<file path="src/rtl/red_track_coord_pkg.sv">
// Shared constants, FSM encoding and filter helper for the red-target
// tracking path (search stage and coordinate stage).
package red_track_coord_pkg;

  localparam int IMG_W_DEF       = 180;
  localparam int IMG_H_DEF       = 120;
  localparam int LOST_FRAMES_DEF = 8;

  typedef enum logic [2:0] {
    ST_IDLE,
    ST_CHECK,
    ST_DIVIDE,
    ST_FILTER,
    ST_HOLD
  } trk_state_t;

  // (3*old + raw + 2) >> 2, rounded IIR step
  function automatic logic [7:0] iir_mix(
    input logic [7:0] old_v,
    input logic [7:0] raw_v
  );
    logic [9:0] acc;
    acc = {2'b00, old_v} * 10'd3
        + {2'b00, raw_v}
        + 10'd2;
    return acc[9:2];
  endfunction

endpackage

</file>
<file path="src/rtl/addr_div_seq.sv">
// Iterative divider: one subtraction of DIVISOR per cycle.
// Ports: clk/rst_n, start+dividend in; busy, done, quotient, remainder out.
module addr_div_seq #(
  parameter int DIVISOR = 180
) (
  input  logic        clk,
  input  logic        rst_n,
  input  logic        start,
  input  logic [15:0] dividend,
  output logic        busy,
  output logic        done,
  output logic [7:0]  quotient,
  output logic [7:0]  remainder
);

  localparam logic [15:0] DIV = 16'(DIVISOR);

  logic [15:0] rem;
  logic        below;

  assign below     = rem < DIV;
  // done is the cycle the remainder has settled below the divisor
  assign done      = busy & below;
  assign remainder = rem[7:0];

  always_ff @(posedge clk or negedge rst_n) begin
    if (!rst_n) begin
      busy     <= 1'b0;
      quotient <= 8'd0;
      rem      <= 16'd0;
    end else if (start) begin
      busy     <= 1'b1;
      quotient <= 8'd0;
      rem      <= dividend;
    end else if (busy) begin
      if (below) begin
        busy <= 1'b0;
      end else begin
        rem      <= rem - DIV;
        quotient <= quotient + 8'd1;
      end
    end
  end

endmodule

</file>
<file path="src/rtl/red_track_coord.sv">
// Converts a red-point linear address into a filtered (x,y) target
// coordinate once per field, with lost-target and overrun reporting.
// Ports: clk_llc8, resetx, oddframe, point_addr in;
//        coord_x/coord_y/coord_valid (ready handshake), target_lost, overrun out.
module red_track_coord
  import red_track_coord_pkg::*;
#(
  parameter int IMG_W       = IMG_W_DEF,
  parameter int IMG_H       = IMG_H_DEF,
  parameter int LOST_FRAMES = LOST_FRAMES_DEF
) (
  input  logic        clk_llc8,
  input  logic        resetx,
  input  logic        oddframe,
  input  logic [15:0] point_addr,
  output logic [7:0]  coord_x,
  output logic [7:0]  coord_y,
  output logic        coord_valid,
  input  logic        coord_ready,
  output logic        target_lost,
  output logic        overrun
);

  localparam logic [15:0] AREA   = 16'(IMG_W * IMG_H);
  localparam logic [3:0]  LOST_N = 4'(LOST_FRAMES);

  trk_state_t  state, state_n;
  logic        odd_r;
  logic        field_end;
  logic [15:0] work, work_n;
  logic [7:0]  cx, cx_n;
  logic [7:0]  cy, cy_n;
  logic        cv, cv_n;
  logic        lost, lost_n;
  logic        ovr, ovr_n;
  logic [3:0]  miss, miss_n;
  logic [3:0]  miss_inc;
  logic        hit, hit_n;
  logic        div_start;
  logic        div_busy;
  logic        div_done;
  logic [7:0]  raw_y;
  logic [7:0]  raw_x;

  // field end: registered field flag is about to fall this edge
  assign field_end = odd_r & ~oddframe;

  assign miss_inc = (miss == 4'hF) ? miss : miss + 4'd1;

  assign coord_x     = cx;
  assign coord_y     = cy;
  assign coord_valid = cv;
  assign target_lost = lost;
  assign overrun     = ovr;

  addr_div_seq #(
    .DIVISOR(IMG_W)
  ) u_div (
    .clk      (clk_llc8),
    .rst_n    (resetx),
    .start    (div_start),
    .dividend (work),
    .busy     (div_busy),
    .done     (div_done),
    .quotient (raw_y),
    .remainder(raw_x)
  );

  always_ff @(posedge clk_llc8 or negedge resetx) begin
    if (!resetx) begin
      state <= ST_IDLE;
      odd_r <= 1'b0;
      work  <= 16'd0;
      cx    <= 8'd0;
      cy    <= 8'd0;
      cv    <= 1'b0;
      lost  <= 1'b1;
      ovr   <= 1'b0;
      miss  <= 4'd0;
      hit   <= 1'b0;
    end else begin
      state <= state_n;
      odd_r <= oddframe;
      work  <= work_n;
      cx    <= cx_n;
      cy    <= cy_n;
      cv    <= cv_n;
      lost  <= lost_n;
      ovr   <= ovr_n;
      miss  <= miss_n;
      hit   <= hit_n;
    end
  end

  always_comb begin
    state_n   = state;
    work_n    = work;
    cx_n      = cx;
    cy_n      = cy;
    cv_n      = cv;
    lost_n    = lost;
    miss_n    = miss;
    hit_n     = hit;
    ovr_n     = 1'b0;
    div_start = 1'b0;

    unique case (state)
      ST_IDLE: begin
        if (field_end) begin
          work_n  = point_addr;
          state_n = ST_CHECK;
        end
      end
      ST_CHECK: begin
        if (work == 16'd0 || work >= AREA) begin
          miss_n  = miss_inc;
          if (miss_inc >= LOST_N) lost_n = 1'b1;
          state_n = ST_IDLE;
        end else begin
          div_start = 1'b1;
          state_n   = ST_DIVIDE;
        end
      end
      ST_DIVIDE: begin
        if (div_done) begin
          state_n = ST_FILTER;
        end else if (!div_busy) begin
          state_n = ST_IDLE;
        end
      end
      ST_FILTER: begin
        // fresh acquisition snaps to the raw point
        if (lost || !hit) begin
          cx_n = raw_x;
          cy_n = raw_y;
        end else begin
          cx_n = iir_mix(cx, raw_x);
          cy_n = iir_mix(cy, raw_y);
        end
        hit_n   = 1'b1;
        lost_n  = 1'b0;
        miss_n  = 4'd0;
        cv_n    = 1'b1;
        state_n = ST_HOLD;
      end
      ST_HOLD: begin
        if (cv && coord_ready) begin
          cv_n    = 1'b0;
          state_n = ST_IDLE;
        end
      end
      default: state_n = ST_IDLE;
    endcase

    // busy: field end is dropped, only flagged
    if (field_end && state != ST_IDLE) ovr_n = 1'b1;
  end

endmodule

</file>
<file path="config.mk">
export PLATFORM = sky130hd
export DESIGN_NAME = red_track_coord
export DESIGN_NICKNAME = d
export VERILOG_FILES = /design/src/rtl/red_track_coord_pkg.sv /design/src/rtl/addr_div_seq.sv /design/src/rtl/red_track_coord.sv
export SDC_FILE = /design/constraint.sdc
export NUM_CORES = 1
export LEC_CHECK = 0
export BUFFER_PORTS_ARGS = -buffer_cell sky130_fd_sc_hd__buf_2
export CAP_MARGIN = 5
export CELL_PAD_IN_SITES_DETAIL_PLACEMENT = 0
export CELL_PAD_IN_SITES_GLOBAL_PLACEMENT = 1
export CORE_MARGIN = 3
export CORE_UTILIZATION = 52
export CTS_BUF_LIST = sky130_fd_sc_hd__clkbuf_4
export CTS_CLUSTER_DIAMETER = 200
export DETAILED_ROUTE_END_ITERATION = 8
export HOLD_SLACK_MARGIN = 0.03
export MAX_ROUTING_LAYER = met4
export PLACE_DENSITY = 0.95
export SETUP_SLACK_MARGIN = 0.3
export SLEW_MARGIN = 20
export SYNTH_ARGS = -nofsm -noshare
export SYNTH_HDL_FRONTEND = slang
export SYNTH_SLANG_ARGS = --single-unit
export TNS_END_PERCENT = 5
</file>
<file path="constraint.sdc">
create_clock -name clk_llc8 -period 5.79 [get_ports clk_llc8]
set_input_delay 0.2895 -clock clk_llc8 [delete_from_list [all_inputs] [get_ports clk_llc8]]
set_output_delay 0.2895 -clock clk_llc8 [all_outputs]
set_load 0.02 [all_outputs]
</file>
# Word-level counts from Yosys, hierarchy flattened
# Cells that the tools add are included.
# op_classes
reduce_logical	17
n_bitwise	3
n_eq_ne	11
n_lt_le_gt_ge	3
n_mul	2
add_sub_neg	7
mux	28
# op_table
operator	count
$mux 16	3
$mux 8	5
$add 10x2->10 const B	2
$add 10x8->10	2
$mul 8x2->10 const B	2
$ge 16x15->1 const B	1
$logic_not 16->1	1
$lt 16x8->1 const B	1
$sub 16x8->16 const B	1
$pmux 3 s5	1
$mux 3	4
$ne 2x2->1 const B	5
$mux 1	9
$add 8x1->8 const B	1
$mux 4	2
$pmux 4 s2	1
$reduce_and 2->1	4
$eq 3x2->1 const B	2
$reduce_and 3->1	2
$reduce_bool 2->1	3
$add 4x1->4 const B	1
$eq 4x4->1 const B	1
$ge 4x4->1 const B	1
$pmux 1 s2	2
other kinds (11)	14
# word_totals
output_inout_bits	19
input_bits	20
register_bits	69

# Logic depth before layout (Yosys ltp)
# depth
depth_word	6
depth_mapped	9
mapped_depth_nobuf	9

# Hierarchy
# A second synthesis with hierarchy kept.
# unflattened
hier_cells	436
area_unflattened_um2	4336.7
# modules_own_cells
module	area_each_um2	n_inst	cells_each
red_track_coord	2881.5	1	281
addr_div_seq	1455.1	1	155

# Worst setup path after synthesis
# OpenSTA, ideal clock, no wires.
# synth_timing
path_kind	reg-to-reg
start	register cx[2] (netlist: coord_x[2])
end	register cx[6] (netlist: coord_x[6])
setup_time_ns	0.069
stages_incl_launch_ff	8
t_arrival_ns	2.418
slack_ns	3.303
cell_sequence	dfrtp_1 -> fa_1 -> ha_1 -> o21ai_0 -> o21ai_0 -> a41oi_1 -> or4_1 -> nand3_1
# synth_between
elab_chain_cells	4
# synth_rtl
element	line	rtl
start: declaration	red_track_coord.sv:31	logic [7:0] cx, cx_n;
start signal: assignment	red_track_coord.sv:85	cx <= cx_n;
$mul 8x2->10	red_track_coord_pkg.sv:23	acc = {2'b00, old_v} * 10'd3
$add 10x8->10	red_track_coord_pkg.sv:24	+ {2'b00, raw_v}
$add 10x2->10	red_track_coord_pkg.sv:25	+ 10'd2;
$mux 8	red_track_coord.sv:133	if (lost || !hit) begin
# Every way passes these cells.
# A chain may end at the register's enable or synchronous reset.

# Worst setup path in the final report
# Ends and elaborated chain as after synthesis.

==> flow_summary_export.csv <==
group,metric,value,unit
placed_design,dpl.cell_count,535,
timing,min_period,2770,ps
clock_network,clkTransAtPathRegs,110,ps
finish,finalInstanceArea,0.00455,mm²
power_and_ir_drop,powerDensity,189,mW/mm²
clock_network,clkSinkCount,69,
power_and_ir_drop,irDropWorstVdd,146,µV
finish,fin_cells,552,
die,core_area,0.00749,mm²
setup_path,critPathBufInv,0,
run,max-cap-violations,0,
placed_design,placed_area,0.00438,mm²
placed_design,gp_congestion,0.839,
global_routing,grt_usage,0.221,
setup_path,required,6130,ps
global_routing,antenna_found_initial,0,
logic_synthesis,synth_top_area_share,0.411,
setup_path,critPathMaxStageDelay,520,ps
die,start_util,0.553,
die,die_x,95.2,µm
logic_synthesis,synth_edf_count,0,
timing,timing.final.crit_share,0.478,
timing,finalClockSkew,14.5,ps
drt,first_iter_violations,232,
clock_network,cts_resized,0,
setup_path,r2r_cells,7,
drt,drc,0,
logic_synthesis,ys_warn_count,0,
timing,setup_viol,0,
global_routing,grt_pass1_wl,15100,µm
drt,firstDrtPassIters,4,
setup_path,critPathKind,"reg2reg",
logic_synthesis,yosysSeqAreaShare,0.418,
logic_synthesis,ys_seq_elements,69,
setup_path,crit_family,"compound AO/OA/AOI/OAI gates",
clock_network,root_buffer,"clkbuf_4",
logic_synthesis,synth-main-ff-cell,"dfrtp_1",
drt,wl,8770,µm
power_and_ir_drop,p_leak,2.39,nW
logic_synthesis,yosysMostFrequentCell,"dfrtp_1",
die,dieHeight,95.2,µm
clock_network,clock_path_buffers,2,
timing,relSlewSlack,0.300,
finish,antenna_cells,0,
logic_synthesis,yosysTopAreaCell,"dfrtp_1",
placed_design,port_buffers,38,
timing,rsz0062_at_grt,"no",
setup_path,end_kind,"flop",
clock_network,htreeDepth,3,
logic_synthesis,synthTopCellsByArea,"dfrtp_1, ha_1, fa_1",
setup_path,cp_max_fo,4,
timing,worst_pin_slew,1050,ps
setup_path,crit_chain,"fa_1 > ha_1 > o21ai_0 > o21ai_0 > a41oi_1 > or4_1 > nand3_1",
timing,tns,0,ps
drt,dr_total_vias,3195,
die,rows,31,
finish,layout.nets,503,
setup_path,crit_top_cell,"o21ai_0",
logic_synthesis,synth_common_cells,"dfrtp_1, nand2_1, nor2_1",
finish,layout-drive-gt1-share,0.170,
setup_path,timing.rr.end,"coord_x[6]",
logic_synthesis,syn_inst,413,
global_routing,grt_max_degree,70,
clock_network,cts_tree,"done",
finish,areaGrowthSynthToFinish,9.92,%
timing,fmax,361,MHz
setup_path,critPathArrivalTime,3110,ps
global_routing,grt_pass1_vias,3083,
worst_hold_path,hp-class,"in2async",
setup_path,start_kind,"flop",
logic_synthesis,synthDistinctLibCells,53,
global_routing,grt.overflow.total,0,
drt,ant_nets,0,
drt,routedWlPerCell,15.9,µm
timing,finalHoldViolCount,0,
drt,viasPerCell,5.79,
logic_synthesis,syn_area,0.00414,mm²
clock_network,numCtsBuffers,9,
setup_path,rrSetupSlack,3020,ps
timing,finalMaxSlewViolations,0,
logic_synthesis,synth_nets,468,
setup_path,cp_slowest_cell,"or4_1",
die,die_area,0.00906,mm²
setup_path,regToRegStartpoint,"coord_x[2]",
die,io_pins,39,
placed_design,post-dp-hpwl,6110,µm
clock_network,clock_latency,410,ps
logic_synthesis,synthArstFlopShare,1.00,
status,status,"complete, no violations",
logic_synthesis,avgSynthCellArea,10.0,µm²
worst reg2reg max path: stages (launching register included):
cell and delay, ps:
dfrtp_1 460, fa_1 510, ha_1 300, o21ai_0 130
o21ai_0 420, a41oi_1 270, or4_1 520, nand3_1 90
flip-flops by register name (all words and copies together), names as in the netlist, 3 cells and up:
signal,count
coord_x,8
coord_y,8
miss,4
state,3
u_div.quotient,8
u_div.rem,16
work,16
metal layers:
metal | wire length (µm) | global-route usage | vias to the layer above
met2 | 3870 | 0.317 | 55
met3 | 322 | 0.0395 | 11
met4 | 131 | 0.0757 | 0
met1 | 4440 | 0.315 | 1557
met5 | 0 | - | -
li1 | - | - | 1572
what timing repair did:
action                    4_1_cts  5_1_grt
hold buffers                    1        0
buffers inserted                0        0
hold endpoints to repair        1        0
area by class of cell:
cell class,instances,area (µm²)
fill,643,2940
clock buffer,10,75.1
sequential,69,1730
timing repair buffer,40,208
inverter,11,41.3
multi-input combinational,317,2280
clock inverter,6,87.6
tap,99,124
layout by cell type, fill, tap and decap left out, types with 7 or more instances in the layout:
cell	Yosys	routed
inv_1	11	11
mux2_2	17	17
clkbuf_4	0	10
or3_1	8	8
mux2i_1	7	7
nor3_1	14	14
nor2_1	27	27
a21oi_1	23	23
xor2_1	12	12
buf_2	1	38
fa_1	12	12
and3_1	11	11
dfrtp_1	68	68
nand3_1	10	10
o21ai_0	23	23
or4_1	8	8
ha_1	23	23
nand2_1	40	40
o21ai_1	8	8
a31oi_1	7	7
worst max path at each step:
stage / cells past startpoint / slack (ps) / end / from
after global placement: 7 / 3190 / coord_x[6] / coord_x[2]
after CTS: 7 / 3060 / coord_x[6] / coord_x[2]
after detailed placement: 7 / 3100 / coord_x[6] / coord_x[2]
after global routing: 7 / 2870 / coord_x[6] / coord_x[2]
after floorplan: 7 / 3300 / coord_x[6] / coord_x[2]
final: 7 / 3020 / coord_x[6] / coord_x[2]
stage by stage:
| stage | hold slack [ps] | total power, mW | setup WS, ps | utilization |
|---|---|---|---|---|
| floorplan | -6.09 | 0.494 | 3300 | - |
| global placement | 418 | 0.510 | 3190 | 0.584 |
| detailed placement | 422 | 0.511 | 3100 | 0.584 |
| CTS | 74.9 | 0.869 | 3060 | 0.608 |
| global route | 63.2 | 0.892 | 2870 | 0.608 |
| finish | 71.0 | 0.859 | 3020 | 0.608 |
power by group:
part           switching, mW  internal (mW)  total, mW
sequential          0.000267          0.482      0.483
combinational         0.0120        0.00616     0.0182
clock                  0.179          0.179      0.358
cell families (layout without fill, tap and decap cells):
family | Yosys count | count (layout) | share of synthesized area
AO/OA/AOI/OAI | 102 | 102 | 0.157
XOR/XNOR | 15 | 15 | 0.0318
adder cells (fa/ha/maj) | 35 | 35 | 0.128
buffers and inverters | 27 | 67 | 0.0302
flip-flops | 69 | 69 | 0.418
multiplexers | 24 | 24 | 0.0632
AND/OR/NAND/NOR | 141 | 141 | 0.173
Note: power is estimated with default switching activity, not from simulation.
